<file path="config.mk">
export PLATFORM = sky130hd
export DESIGN_NAME = vdp_sprite_meta_dma
export DESIGN_NICKNAME = d
export VERILOG_FILES = /design/src/rtl/vdp_sprite_meta_dma.sv
export SDC_FILE = /design/constraint.sdc
export NUM_CORES = 1
export LEC_CHECK = 0
export ABC_AREA = 0
export CAP_MARGIN = 20
export CORE_MARGIN = 2
export CORE_UTILIZATION = 50
export CTS_CLUSTER_SIZE = 30
export DETAILED_ROUTE_END_ITERATION = 8
export GPL_TIMING_DRIVEN = 0
export PLACE_DENSITY = 0.76
export SYNTH_ARGS = -nofsm -noshare
export SYNTH_HDL_FRONTEND = slang
export SYNTH_SLANG_ARGS = --single-unit
</file>
<file path="constraint.sdc">
create_clock -name clk -period 2.8 [get_ports clk]
set_clock_uncertainty 0.1 [all_clocks]
set_input_delay 0.56 -clock clk [delete_from_list [all_inputs] [get_ports clk]]
set_output_delay 0.56 -clock clk [all_outputs]
set_load 0.02 [all_outputs]
</file>
<file path="src/rtl/vdp_sprite_meta_dma.sv">
// Vblank copy engine: streams interleaved x/y/g sprite attribute words from VRAM
// into the sprite core's metadata blocks, one outstanding VRAM read at a time.
module vdp_sprite_meta_dma #(
   parameter int MAX_SPRITES = 256
) (
   input  logic        clk,
   input  logic        reset_n,
   input  logic        start,
   input  logic        abort,
   input  logic [13:0] base_address,
   input  logic [8:0]  sprite_count,
   output logic        busy,
   output logic        done,
   output logic        vram_read_request,
   output logic [13:0] vram_read_address,
   input  logic        vram_read_ack,
   input  logic [15:0] vram_read_data,
   input  logic        vram_data_valid,
   output logic [7:0]  meta_address,
   output logic [15:0] meta_write_data,
   output logic [2:0]  meta_block_select,
   output logic        meta_we
);

   localparam int CW = $clog2(3 * MAX_SPRITES + 1);

   typedef enum logic [1:0] {IDLE, REQUEST, WAIT_DATA, FLUSH} state_t;

   state_t          state;
   logic [13:0]     addr;
   logic [CW-1:0]   words_left;
   logic [7:0]      idx;
   logic [1:0]      field;
   logic [8:0]      eff;
   logic [CW-1:0]   eff_words;

   assign eff       = (sprite_count > 9'(MAX_SPRITES)) ? 9'(MAX_SPRITES) : sprite_count;
   assign eff_words = CW'(eff) * CW'(3);

   // The request address is the live counter; it only moves on ack, so it is
   // stable for as long as the request is pending.
   assign vram_read_address = addr;

   always_ff @(posedge clk or negedge reset_n) begin
      if (!reset_n) begin
         state             <= IDLE;
         addr              <= '0;
         words_left        <= '0;
         idx               <= '0;
         field             <= '0;
         busy              <= 1'b0;
         done              <= 1'b0;
         vram_read_request <= 1'b0;
         meta_address      <= '0;
         meta_write_data   <= '0;
         meta_block_select <= '0;
         meta_we           <= 1'b0;
      end else begin
         meta_we <= 1'b0;
         done    <= 1'b0;
         case (state)
            IDLE: begin
               if (start && !abort) begin
                  if (eff == 9'd0) begin
                     done <= 1'b1;
                  end else begin
                     addr              <= base_address;
                     words_left        <= eff_words;
                     idx               <= '0;
                     field             <= '0;
                     busy              <= 1'b1;
                     vram_read_request <= 1'b1;
                     state             <= REQUEST;
                  end
               end
            end
            REQUEST: begin
               if (vram_read_ack) begin
                  addr              <= addr + 14'd1;
                  vram_read_request <= 1'b0;
                  state             <= abort ? FLUSH : WAIT_DATA;
               end else if (abort) begin
                  vram_read_request <= 1'b0;
                  busy              <= 1'b0;
                  state             <= IDLE;
               end
            end
            WAIT_DATA: begin
               if (vram_data_valid) begin
                  if (abort) begin
                     // data already arrived, so nothing is left to flush
                     busy  <= 1'b0;
                     state <= IDLE;
                  end else begin
                     meta_we           <= 1'b1;
                     meta_write_data   <= vram_read_data;
                     meta_address      <= idx;
                     meta_block_select <= 3'b001 << field;
                     words_left        <= words_left - CW'(1);
                     if (field == 2'd2) begin
                        field <= 2'd0;
                        idx   <= idx + 8'd1;
                     end else begin
                        field <= field + 2'd1;
                     end
                     if (words_left == CW'(1)) begin
                        done  <= 1'b1;
                        busy  <= 1'b0;
                        state <= IDLE;
                     end else begin
                        vram_read_request <= 1'b1;
                        state             <= REQUEST;
                     end
                  end
               end else if (abort) begin
                  state <= FLUSH;
               end
            end
            FLUSH: begin
               if (vram_data_valid) begin
                  busy  <= 1'b0;
                  state <= IDLE;
               end
            end
            default: state <= IDLE;
         endcase
      end
   end

endmodule

</file>
==> results by group <==
Drt
  • Via count: between 3000 and 4000
  • Wire per inst: ~15 µm
  • First-pass DRT Iterations: 4
  • Antenna Nets Post-Route: 0
  • Vias per inst: between 5 and 6
  • Drt drc: 0
  • DRT Wirelength: just under 10000 µm
  • Iter 0 DRT Violations: approximately 280

Clock tree
  • Clk Latency, worst-skew pair: about 0.36 ns
  • Max H-tree Level: 3
  • Post-CTS Setup Inserts: 0
  • Clock tree sinks: 67
  • Num CTS Buffers: 9
  • Max clock buf depth: 2
  • CTS tree: built
  • Clk pin slew, worst setup/hold paths: roughly 0.08 ns
  • CTS root buf: clkbuf_8

Worst setup path
  • CP Launch Type: input port
  • Worst Path Buf+Inv: 3
  • Slowest cell on crit path: clkdlybuf4s50_1
  • CP dominant cell by count: inv_1
  • Crit. End Element: register
  • R2r setup slk: roughly 0.50 ns
  • Crit-path cells: clkdlybuf4s50_1, nand2b_4, inv_1, ha_1, inv_1, fa_1, nor2b_2, o221ai_1, a22oi_1, xnor2_1, o21ai_0
  • Critical R2R Launch: state[1]
  • Critical Path RT: roughly 2.9 ns
  • Delay-heaviest family, CP: buffers and inverters
  • CP Max Fanout: 3
  • Reg2reg path depth: 8
  • Crit path kind: in2reg
  • Max stage delay on crit path: 0.54 ns
  • Reg2reg end: meta_address[7]
  • Critical path arrival: between 2 and 3 ns

Layout
  • Layout cells sized above 1: just over 7%
  • P&R area growth vs syn: 33.6%
  • Final design utilization: 70.0%
  • Diodes inserted: 0
  • Fin nets: 610
  • Commonest cells after routing, fill and taps aside: nand2_1 (114), clkdlybuf4s50_1 (84), dfrtp_1 (67)
  • Commonest non-fill, non-tap cell in the layout: nand2_1

Power
  • Gate power share: between 40% and 50%
  • PwrDens: 929 nW/µm²
  • Max VDD drop: between 400 and 500 µV
  • Reg power frac: a little over a third
  • Pleak: between 2 and 2.5 nW
  • P_sw: 1.97 mW
  • Power Total: between 4 and 5 mW
  • Clock power share: between 15 and 20%
  • P_int: between 2 and 3 mW
  • Sw frac: between 40% and 50%

Floorplan
  • Die Span Y: approximately 92 µm
  • Die Width: 91.7 µm
  • Row cnt: 31
  • CORE AREA: approximately 7300 µm²
  • Total die area: about 8400 µm²
  • Initial core utilization: between 50% and 60%
  • # IOs: 90

Yosys
  • Yosys warns: 0
  • Post-synth top flop: dfrtp_1
  • Post-synth EDFFs: 0
  • Async S/R FF share, synth: 100%
  • Top cells by area, synth: dfrtp_1 (44%), nand2_1 (11%), a21oi_1 (4.3%), ha_1 (3.9%), o21ai_0 (3.1%)
  • Sequential-to-total area share from yosys stat: between 40% and 50%
  • Post-synth top area cell: dfrtp_1
  • Syn Nets: between 500 and 600
  • Syn avg cell area: around 8.5 µm²
  • Post-Synthesis Cells: ~450
  • Share of the synthesized area in the top cell type: a little over two fifths
  • Distinct cells, synth: 60
  • Post-Syn Area: slightly below 4000 µm²
  • Synthesized flop and latch total: 67

GRT
  • Overflow after GRT: 0
  • First-pass GRT wire length: about 17000 µm
  • Initial antenna violation count: 0
  • Largest net degree at the start of global routing: 68
  • Tot GR Track Use: 24.8%
  • Vias in the first global route: 3518

Timing
  • Peak Freq: approximately 370 MHz
  • RSZ-0062 raised after global routing: no
  • Hold Violations, Final: 0
  • Slew @ Worst Pin: 0.830 ns
  • Post-layout min period: approximately 2.7 ns
  • Max-slew violations: 0
  • Period utilization: between 90% and 100%
  • Slew headroom: 44.7%
  • Setup violations, final: 0

Placed design
  • Final RePlAce weighted congestion: ~0.9
  • Post-DP HPWL: ~7200 µm
  • IO buf count: just under 90

Outcome
  • Status: finished, final reports clean

Hold path
  • Hold WC Path Type: in2async

Flow run
  • # Max-Cap Violations: 0
## logic make-up (layout without fill, tap and decap cells)
kind of cell	count (synthesis)	count (layout)	share of synthesized area (%)
simple gates	208	208	24.9
compound gates	117	117	20.1
flops	67	67	43.6
buf+inv	34	138	3.61
fa+ha+maj	13	13	4.43
xor+xnor	10	10	2.28
mux	4	4	1.07
## flip-flops by register name, summed over array words and instances, names as in the netlist
name	flops
meta_write_data	16
vram_read_address	14
words_left	10
idx	8
meta_address	8
meta_block_select	3
field	2
state	2
busy	1
done	1
meta_we	1
vram_read_request	1
## synth_stat cells (3+ instances only)
cell type / n
nand2_1: 114
dfrtp_1: 67
a21oi_1: 33
nor2_1: 29
o21ai_0: 24
inv_1: 14
clkbuf_1: 12
ha_1: 12
o22ai_1: 10
a211oi_1: 9
nand3_1: 9
nor3_1: 8
xnor2_1: 8
nand2b_1: 7
nor2b_1: 7
a2bb2oi_1: 6
nand4_1: 6
and3_1: 5
a31oi_1: 4
nor4_1: 4
o21a_1: 4
o21bai_1: 4
buf_2: 3
mux2i_1: 3
o31ai_1: 3
o32a_1: 3
or3_1: 3
or4_1: 3
## power by group through the flow
stage | sequential (mW) | clock (mW) | combinational (mW)
after floorplan | 1.93 | 0 | 0.982
after global placement | 1.65 | 0 | 2.12
after detailed placement | 1.67 | 0 | 2.17
after CTS | 1.65 | 0.935 | 2.20
after global routing | 1.71 | 0.971 | 2.40
final | 1.66 | 0.920 | 2.19
## metal layers
| metal | up-vias | global-route usage [%] | wire length (µm) |
|---|---|---|---|
| li1 | 1799 | - | - |
| met1 | 1745 | 34.8 | 4570 |
| met2 | 117 | 38.7 | 4720 |
| met3 | 15 | 4.68 | 482 |
| met4 | 0 | 8.58 | 172 |
| met5 | - | 0 | 0 |
## through the flow
stage / instances / hold WS (ns) / setup WS (ns) / setup TNS (ns) / cell area (µm²)
after floorplan: 453 / 0.164 / 0.124 / 0 / 3840
after global placement: 640 / 0.349 / -1.19 / -100.70 / 4850
after detailed placement: 640 / 0.356 / -0.836 / -22.10 / 4850
after CTS: 656 / 0.238 / 0.0106 / 0 / 5130
after global routing: 656 / 0.265 / 0.000176 / 0 / 5130
final: 656 / 0.190 / 0.118 / 0 / 5130
## final cells by class
class                      count  area, µm²
tap                           99        124
sequential                    67       1680
multi-input combinational    352       2080
inverter                      15       56.3
clock inverter                 7       98.8
fill                         599       2200
buffer                        19       93.8
clock buffer                   9        124
timing repair buffer          88        878
## repair_timing
item                       CTS  global route
resized for setup           15             4
gates cloned                 0             0
pin swaps                    1             1
setup endpoints to repair   27            21
hold buffers                 0             0
## worst max-delay path by stage
| stage | start | end | cells after the start |
|---|---|---|---|
| final | sprite_count[1] | words_left[7] | 11 |
| after global routing | sprite_count[1] | words_left[7] | 11 |
| after CTS | sprite_count[7] | words_left[8] | 9 |
| after detailed placement | sprite_count[8] | words_left[8] | 10 |
| after global placement | reset_n | vram_read_address[4] | 1 |
| after floorplan | sprite_count[8] | words_left[8] | 9 |
Note: power is estimated with default switching activity, not from simulation.
